File: config.mk
export PLATFORM = sky130hd
export DESIGN_NAME = pc_sequencer
export DESIGN_NICKNAME = d
export VERILOG_FILES = /design/src/rtl/riscv_pkg.sv /design/src/rtl/pc_step_adder.sv /design/src/rtl/pc_sequencer.sv
export SDC_FILE = /design/constraint.sdc
export NUM_CORES = 1
export LEC_CHECK = 0
export ABC_AREA = 1
export CORE_MARGIN = 2
export CORE_UTILIZATION = 42
export DETAILED_ROUTE_END_ITERATION = 12
export PLACE_DENSITY = 0.77
export SETUP_SLACK_MARGIN = 0.02
export SKIP_CTS_REPAIR_TIMING = 1
export SLEW_MARGIN = 20
export SYNTH_ARGS = -nofsm -noshare
export SYNTH_HDL_FRONTEND = slang
export SYNTH_HIERARCHICAL = 1
export SYNTH_SLANG_ARGS = --single-unit
File: constraint.sdc
create_clock -name clk -period 4.2 [get_ports clk]
set_input_delay 1.05 -clock clk [delete_from_list [all_inputs] [get_ports clk]]
set_output_delay 1.05 -clock clk [all_outputs]
set_load 0.005 [all_outputs]
File: src/rtl/riscv_pkg.sv
// rtl/riscv_pkg.sv - shared fetch-stage constants and PC sequencer state encoding
package riscv_pkg;

  localparam int          XLEN_DEFAULT         = 32;
  localparam logic [31:0] RESET_VECTOR_DEFAULT = 32'h0000_0000;

  localparam logic [1:0] PCS_BOOT = 2'd0;
  localparam logic [1:0] PCS_RUN  = 2'd1;
  localparam logic [1:0] PCS_HOLD = 2'd2;
  localparam logic [1:0] PCS_HALT = 2'd3;

  typedef enum logic [1:0] {
    ST_BOOT = PCS_BOOT,
    ST_RUN  = PCS_RUN,
    ST_HOLD = PCS_HOLD,
    ST_HALT = PCS_HALT
  } pcs_state_e;

endpackage

File: src/rtl/pc_step_adder.sv
// rtl/pc_step_adder.sv - combinational pc + STEP, wraps modulo 2^XLEN
module pc_step_adder #(
  parameter int XLEN = 32,
  parameter int STEP = 4
) (
  input  logic [XLEN-1:0] pc_i,
  output logic [XLEN-1:0] sum_o
);

  assign sum_o = pc_i + XLEN'(STEP);

endmodule

File: src/rtl/pc_sequencer.sv
// rtl/pc_sequencer.sv - fetch program counter with stall, redirect capture and misalign halt
module pc_sequencer
  import riscv_pkg::*;
#(
  parameter int              XLEN         = XLEN_DEFAULT,
  parameter int              STEP         = 4,
  parameter logic [XLEN-1:0] RESET_VECTOR = XLEN'(RESET_VECTOR_DEFAULT),
  parameter int              ALIGN_BITS   = 2
) (
  input  logic            clk,
  input  logic            rst,
  input  logic            stall_i,
  input  logic            redirect_valid_i,
  input  logic [XLEN-1:0] redirect_target_i,
  output logic [XLEN-1:0] pc_o,
  output logic [XLEN-1:0] pc_plus_step_o,
  output logic            pc_valid_o,
  output logic            misalign_o
);

  localparam logic [XLEN-1:0] ONE        = {{(XLEN-1){1'b0}}, 1'b1};
  localparam logic [XLEN-1:0] ALIGN_MASK = (ONE << ALIGN_BITS) - ONE;

  pcs_state_e      state_q, state_d;
  logic [XLEN-1:0] pc_q, pc_d;
  logic [XLEN-1:0] pend_q, pend_d;
  logic            mis_q, mis_d;
  logic [XLEN-1:0] pc_plus;
  logic            bad_target;

  pc_step_adder #(.XLEN(XLEN), .STEP(STEP)) u_step (
    .pc_i  (pc_q),
    .sum_o (pc_plus)
  );

  // Only meaningful when redirect_valid_i is high; a zero mask disables the check.
  assign bad_target = |(redirect_target_i & ALIGN_MASK);

  always_comb begin
    state_d = state_q;
    pc_d    = pc_q;
    pend_d  = pend_q;
    mis_d   = 1'b0;
    case (state_q)
      ST_BOOT: state_d = ST_RUN;
      ST_RUN: begin
        if (redirect_valid_i) begin
          if (bad_target) begin
            mis_d   = 1'b1;
            state_d = ST_HALT;
          end else if (stall_i) begin
            pend_d  = redirect_target_i;
            state_d = ST_HOLD;
          end else begin
            pc_d = redirect_target_i;
          end
        end else if (!stall_i) begin
          pc_d = pc_plus;
        end
      end
      ST_HOLD: begin
        if (redirect_valid_i && bad_target) begin
          mis_d   = 1'b1;
          state_d = ST_HALT;
        end else if (stall_i) begin
          if (redirect_valid_i) pend_d = redirect_target_i;
        end else begin
          // A redirect arriving on the release cycle is newer than the captured one.
          pc_d    = redirect_valid_i ? redirect_target_i : pend_q;
          state_d = ST_RUN;
        end
      end
      ST_HALT: state_d = ST_HALT;
      default: state_d = ST_BOOT;
    endcase
  end

  always_ff @(posedge clk or posedge rst) begin
    if (rst) begin
      state_q <= ST_BOOT;
      pc_q    <= RESET_VECTOR;
      pend_q  <= '0;
      mis_q   <= 1'b0;
    end else begin
      state_q <= state_d;
      pc_q    <= pc_d;
      pend_q  <= pend_d;
      mis_q   <= mis_d;
    end
  end

  assign pc_o           = pc_q;
  assign pc_plus_step_o = pc_plus;
  assign pc_valid_o     = (state_q == ST_RUN) || (state_q == ST_HOLD);
  assign misalign_o     = mis_q;

endmodule

# After elaboration in Yosys (flattened, before gate mapping)
# Cells that the tools add are included.
# op_classes
n_addsub	1
n_eq_ne	14
n_mux	24
n_reduce_logical	8
# op_table
cell	count
two-way mux 32 bit	12
one-hot mux 32 bit (2 select lines)	2
adder 32 x 3 -> 32 bit, second input constant	1
!= test 3 bit, second input constant	5
!= test 2 bit, second input constant	6
AND reduction 6 bit	2
two-way mux 2 bit	5
one-hot mux 2 bit (4 select lines)	1
equality test 2 bit, second input constant	2
two-way mux 1 bit	3
AND reduction 3 bit	1
equality test 2 x 1 -> 1 bit, second input constant	1
logical NOT 2 bit	1
one-hot mux 1 bit (2 select lines)	1
nonzero test 2 bit	1
OR reduction 2 bit	1
logical AND 1 bit	1
logical OR 1 bit	1
# word_totals
reg_bits	67
inputBits	36
output_inout_bits	66
elab_cells	51

# Longest topological paths before layout
# Gate-level depths: netlist (run 1).
# logic_depth
ltp_word	4
mapped_depth	14
depth_no_buf	14

# Modules after synthesis
# Netlist (run 1), hierarchy kept.
# modules_own_cells
mod	n_inst	cells_each	area_each_um2	seq_area_each_um2
pc_sequencer	1	658	4113.9	1676.6
pc_step_adder	1	177	909.6	0.0

# Least setup slack after synthesis (run 1)
# No wires, ideal clock.
# synth_timing
path_type	register to output
from	register pc_q[3], in the netlist pc_o[3]
to	output pc_plus_step_o[18]
t_arrival_ps	1250
t_required_ps	3150
slack_ps	1900
stages_incl_launch_ff	7
path_buffers	0
cell_sequence	dfrtp_1 ha_1 nand2_1 nor2_2 nand2_4 nor2_4 xor2_1
# synth_between
elab_chain_cells	1
# synth_lines
element	line	source
from (decl)	pc_sequencer.sv:25	logic [XLEN-1:0] pc_q, pc_d;
from (signal assigned)	pc_sequencer.sv:86	pc_q <= pc_d;
adder 32 x 3 -> 32 bit	pc_step_adder.sv:10	assign sum_o = pc_i + XLEN'(STEP);
to (decl)	pc_sequencer.sv:16	output logic [XLEN-1:0] pc_plus_step_o,
# No other way between the ends.

# Worst setup path after layout (run 1)
# layout_timing
from	register pc_q[3], in the netlist pc_o[3]
to	output pc_plus_step_o[14]
# Same word-level chain as after synthesis.

==> impl_results.md, run 1 <==
- ANT cells: 0
- Die W: 113 um
- CTS buffer count: 9
- Reg-to-reg startpoint: state_q[0]
- Adder-cell share of the synthesized area: 0.0149
- Final Critical Period: 3420 ps
- Number of enable flip-flop cells after synthesis: 0
- GRT Total Usage: 0.232
- Post-synth top flop: dfrtp_1
- HP Class: flip-flop to flip-flop
- Hold Slack: between 400 and 500 ps
- Crit path DAT: approximately 2400 ps
- Post-DRT Antenna Nets: 0
- Ports: 102
- #FFs+latches synth: 67
- Syn Std Cell Area: about 0.005 mm^2
- Core area: roughly 0.012 mm^2
- Vias in the first global route: 4816
- Final period util: 0.813
- CTS H-tree depth: 3
- Finish-stage setup viols: 0
- First-pass GRT wire length: ~24000 um
- Top post-synthesis cells by area: nand2_1 (38%), dfrtp_1 (33%), inv_1 (4.3%), nand3_1 (4.1%), o21ai_0 (3.7%)
- Clock Sinks: 67
- First-pass DRT Iterations: 7
- CP required: about 3200 ps
- Slew headroom: 0.308
- Starting Density: 0.434
- Layout cells sized above 1: 0.0521
- Final #Nets: roughly 960
- Drt drc: 0
- CP endpoint: pc_plus_step_o[14]
- Pin count of the biggest net entering global routing: 68
- DRT iter0 DRCs: 487
- Post-Syn Nets: 877
- Largest family of logic cells by synthesized area: simple AND/OR/NAND/NOR gates
- Clock Tree Buf Depth: 2
- RSZ-0062 raised after global routing: false
- Die Span Y: roughly 110 um
- Finished Cell Area: ~0.0064 mm^2
- Leak: roughly 0.0036 uW
- Final hold violation count: 0
- Area grow syn2layout: 26.6%
- Setup crit start kind: flip-flop
- Via Count: 5291
- Power per cell area: approximately 290 mW/mm^2
- RD Place Congestion: ~0.9
- Fmax: around 290 MHz
- Synth top area share: 0.377
- Post-synthesis xor/xnor area fraction: 0.0276
- Placed Instance Area: 0.00606 mm^2
- WL final: between 10000 and 15000 um
- Synth unique cells: 26
- Critical-path maximum fanout: 5
- Hpwl dp: 9980 um
- Cells after Synth: 835
- Worst-skew pair later-pin latency: roughly 340 ps
- Max-Cap Viols: 0
- DR WL/cell: 13.7 um
- CP endpoint kind: output port
- Clock skew: ~7.4 ps
- Pre-CTS setup slack: just over 1000 ps
- Full die area: about 0.013 mm^2
- Setup ws final: roughly 780 ps
- Row Count: 39
- Grt total ovfl: 0
- CTS root buf: clkbuf_16
- Capturing point of the worst reg2reg path: pend_q[14]
- Fin Setup TNS: 0 ps
- Sequential element share of the synthesized area: 0.334
- Synth warn: 6
- Yosys top cell by area: nand2_1
- Slew Limit Fails: 0
- Mux share of post-synthesis cell area: 0
- Worst Setup SP: pc_o[3]
- Asr flop ratio synth: 1.00
- Critical path class: flip-flop to output port
- Status: finished, final reports clean
- CTS tree: built
- Simple logic cell fraction of the synthesized area: 0.501
- Initial antenna violation count: 0
- Worst vdd ir: 0.000172 V
- R2R cell count: 9
- Input/output buffers: roughly 100
- R2R setup slack: around 1500 ps
- Clock Pin Slew Worst Setup and Hold Paths: 60 ps
- Worst slew pin tran: 1040 ps
- Mean Syn Cell Area: about 6 um^2
- Layout Utilization: 0.550
- Drt via density: 4.97
- Synth Area in Compound Gates: 0.0379
[routing by layer]
metal	track usage	wire length [um]
met3	0.0402	1010
met5	0	0
met1	0.323	6570
met2	0.364	6560
met4	0.0878	391
[cell families (layout without fill, tap and decap cells)]
group                    after synthesis  after routing
AO/OA/AOI/OAI                         38             38
XOR/XNOR                              15             15
adder cells (fa/ha/maj)                6              6
buffers and inverters                 97            183
flip-flops                            67             67
AND/OR/NAND/NOR                      612            612
[registers in the layout (all words and copies together), names as in the netlist]
signal      count
pend_q         32
pc_o           32
misalign_o      1
state_q         2
[layout by cell type (no fill, tap or decap)]
master	instances
clkbuf_16	9
nor3_4	1
buf_4	7
o21ai_0	37
nor2_4	6
clkinv_2	1
nor2_2	7
nor2_1	35
o21ai_1	1
nand3_1	41
nor2_8	2
nand2_4	3
and2_1	2
xor2_1	9
xnor2_1	5
inv_1	56
xor2_2	1
clkinvlp_4	2
nand2_1	505
dfrtp_1	67
clkdlybuf4s50_1	101
ha_1	6
clkbuf_8	4
nor3_1	1
nand3b_1	7
inv_2	3
nand2_2	2
[layout make-up]
type | count | area [um^2]
Sequential cell | 67 | 1680
Inverter | 59 | 221
Timing Repair Buffer | 108 | 1060
Fill cell | 1107 | 5200
Multi-Input combinational cell | 671 | 2920
Clock inverter | 3 | 20.0
Tap cell | 143 | 179
Clock buffer | 13 | 280
[worst min-delay path by stage]
stage                     startpoint         end  slack (ps)  cells past startpoint
after CTS                 pend_q[18]  pend_q[18]         470                      2
final                     pend_q[18]  pend_q[18]         470                      2
after global routing      pend_q[18]  pend_q[18]         480                      2
after detailed placement  pend_q[18]  pend_q[18]         460                      2
after global placement     pend_q[6]   pend_q[6]         450                      2
after floorplan            pend_q[0]   pend_q[0]         440                      2
[through the flow]
stage	std cells	power (uW)
finish	1064	1810
global route	1064	1890
CTS	1064	1820
detailed placement	1048	1070
global placement	1048	1070
floorplan	835	892
[cell usage after synthesis, types with 6 or more instances]
cell type	number
nand2_1	505
dfrtp_1	67
inv_1	57
nand3_1	41
o21ai_0	37
nor2_1	35
buf_2	14
buf_4	11
xor2_1	9
clkbuf_1	8
nand3b_1	7
nor2_2	7
ha_1	6
nor2_4	6
[critical path: stages, from the launching register on]
cell and delay [ps]:
dfrtp_1 420, ha_1 280, nand2_1 90, nor2_2 150, nand2_4 140, nor2_4 140, xor2_1 250, clkdlybuf4s50_1 550
[report_power, final]
group | switching, uW | internal (uW) | total (uW)
clock | 291 | 463 | 754
combinational | 185 | 174 | 359
sequential | 34.1 | 666 | 700
total | 511 | 1300 | 1810
No activity file was read; power rests on OpenSTA's default activity.
==> run 2, diff against run 1 <==
- PLACE_DENSITY: 0.77 -> 0.8
- clock period: 4.2 -> 3 ns (I/O delays scaled with it)
==> impl_results.md, run 2 (synthesized netlist as in run 1, its figures left out) <==
- ANT cells: 0 (unchanged)
- Layout cells sized above 1: 0.0934 (+0.0413)
- Power, Total: 2580 uW (+42%)
- Drt via density: 5.03 (+1.2%)
- Critical Path Max Stage Delay: 520 ps (-30 ps)
- Core area: 0.0116 mm^2 (unchanged)
- Full die area: 0.0129 mm^2 (unchanged)
- Commonest non-fill, non-tap cell in the layout: nand2_1
- Commonest non-fill, non-tap cells in the layout: nand2_1 (498), clkdlybuf4s50_1 (97), inv_1 (56), dfrtp_1 (56), nand3_1 (41)
- Final hold violation count: 0 (unchanged)
- Max-Cap Viols: 0 (unchanged)
- Worst-skew pair later-pin latency: 330 ps (about the same)
- RSZ-0062 raised after global routing: true
- Initial antenna violation count: 0 (unchanged)
- Status: finished, final reports clean
- Ports: 102 (unchanged)
- Hpwl dp: 10100 um (+1.1%)
- Area grow syn2layout: 31.0%
- Input/output buffers: 101 (unchanged)
- CTS tree: built
- Final period util: 0.983
- Via Count: 5403 (+2.1%)
- Die Span Y: 113 um (unchanged)
- Met3 WL post-DR: 1160 um (+15%)
- Metal-1 WL: 6430 um (-2.1%)
- Critical-path maximum fanout: 3 (-2)
- Leak: 0.00372 uW (+2.4%)
- Post-DRT Antenna Nets: 0 (unchanged)
- CTS root buf: clkbuf_16
- Final cell count without fillers: 1074 (+0.94%)
- Hold Slack: 467 ps (-2.35 ps)
- CTS buffer count: 9 (unchanged)
- DR top layer: met4
- Setup crit start kind: flip-flop
- Grt total ovfl: 0 (unchanged)
- Drt drc: 0 (unchanged)
- Starting Density: 0.434 (unchanged)
- DRT iter0 DRCs: 485 (-0.41%)
- Worst vdd ir: 0.000225 V (+31%)
- GRT Total Usage: 0.229 (-0.00346)
- Pin count of the biggest net entering global routing: 65 (-4.4%)
- Row Count: 39 (unchanged)
- First-pass DRT Iterations: 5 (-2)
- Multi-input logic area: 0.00302 mm^2 (+3.5%)
- DR WL/cell: 13.9 um (+1.6%)
- Slew Limit Fails: 0 (unchanged)
- Finish-stage setup viols: 0 (unchanged)
- Worst path slowest cell: clkdlybuf4s50_1
- Slew headroom: 0.279 (-0.0287)
- Critical path class: flip-flop to output port
- Clock Pin Slew Worst Setup and Hold Paths: 60 ps (about the same)
- Crit path buffers/inverters: 1 (unchanged)
- Final Critical Period: slightly below 3000 ps
- Worst slew pin tran: 1080 ps (+43.0 ps)
- WL final: 14900 um (+2.5%)
- Layout filler cell count: 1062 (-4.1%)
- First-pass GRT wire length: 23400 um (-1.7%)
- CP cell instances: ha_4, nand2_1, nor2_4, nand2_2, nor2_4, nand3b_1, nand2_1, clkdlybuf4s50_1
- Clock Sinks: 67 (unchanged)
- RD Place Congestion: 0.901 (+2.8%)
- Die W: 113 um (unchanged)
- CTS H-tree depth: 3 (unchanged)
- Met2 wire length: 6940 um (+5.7%)
- Clock Tree Buf Depth: 2 (unchanged)
- HP Class: flip-flop to flip-flop
- Crit path DAT: 2200 ps (-170 ps)
- CP endpoint kind: output port
- Vias in the first global route: 4702 (-2.4%)
- CP required: 2250 ps (-900 ps)
- Clock skew: 3.59 ps (-3.85 ps)
- Reg area: 0.00169 mm^2 (+0.82%)
- Top delay family on crit path: simple AND/OR/NAND/NOR gates
- Power per cell area: 391 mW/mm^2 (+37%)
- Cell count after placement: 1052 (+0.38%)
- Final #Nets: 968 (+1.0%)
- Fmax: ~340 MHz
run 2: cell count changes in the layout (fill, tap and decap cells not counted), moves of 3 or more:
| cell | previous run | this run |
|---|---|---|
| dfrtp_2 | 0 | 11 |
| dlymetal6s2s_1 | 0 | 4 |
| clkbuf_8 | 4 | 1 |
| xor2_1 | 9 | 3 |
| xor2_2 | 1 | 7 |
| clkdlybuf4s50_1 | 101 | 97 |
| nand2_1 | 505 | 498 |
| nor2_1 | 35 | 31 |
| nand2_2 | 2 | 9 |
| dfrtp_1 | 67 | 56 |
| buf_4 | 7 | 15 |
run 2: final timing paths:
| kind | startpoint | slack (ps) | endpoint | cells after the start |
|---|---|---|---|---|
| min reg2reg | pend_q[26] | 470 | pend_q[26] | 2 |
| max in group asynchronous | rst | 1660 | pc_o[16] | 3 |
| max | pc_o[2] | 50 | pc_plus_step_o[24] | 8 |
| min in group asynchronous | rst | 750 | pend_q[26] | 2 |
| max reg2reg | state_q[0] | 710 | pend_q[5] | 7 |
| min | pend_q[26] | 470 | pend_q[26] | 2 |
run 2: stage by stage:
step / utilization / cell area [um^2] / setup TNS [ps] / worst slack, ps
detailed placement: 0.529 / 6120 / 0 / 293
finish: 0.569 / 6580 / 0 / 52.3
global route: 0.569 / 6580 / -138 / -29.9
floorplan: - / 5020 / 0 / 567
CTS: 0.554 / 6410 / -249 / -61.1
global placement: 0.529 / 6120 / 0 / 336
run 2: final cells by class:
cell class | count | area share
sequential | 67 | 0.257
clock buffer | 11 | 0.0369
inverter | 59 | 0.0336
tap | 143 | 0.0272
timing repair buffer | 118 | 0.178
clock inverter | 5 | 0.00798
multi-input combinational | 671 | 0.459
run 2: metal layers:
layer,vias up,track usage
met5,-,0
met4,0,0.0951
met3,25,0.0348
met2,227,0.354
met1,2432,0.321
li1,2719,-
run 2: where the power goes:
group / internal (uW) / total [uW] / switching (uW)
registers: 934 / 985 / 50.5
logic: 260 / 537 / 276
clock network: 661 / 1050 / 393
total: 1860 / 2580 / 720
run 2: worst register-to-register path, cell delays in order, from the launching register on:
cell and delay [ps]:
dfrtp_1 420, inv_1 120, ha_1 260, buf_4 430, nand3_1 170, nand2_2 560
nand2_1 150, nand2_1 120
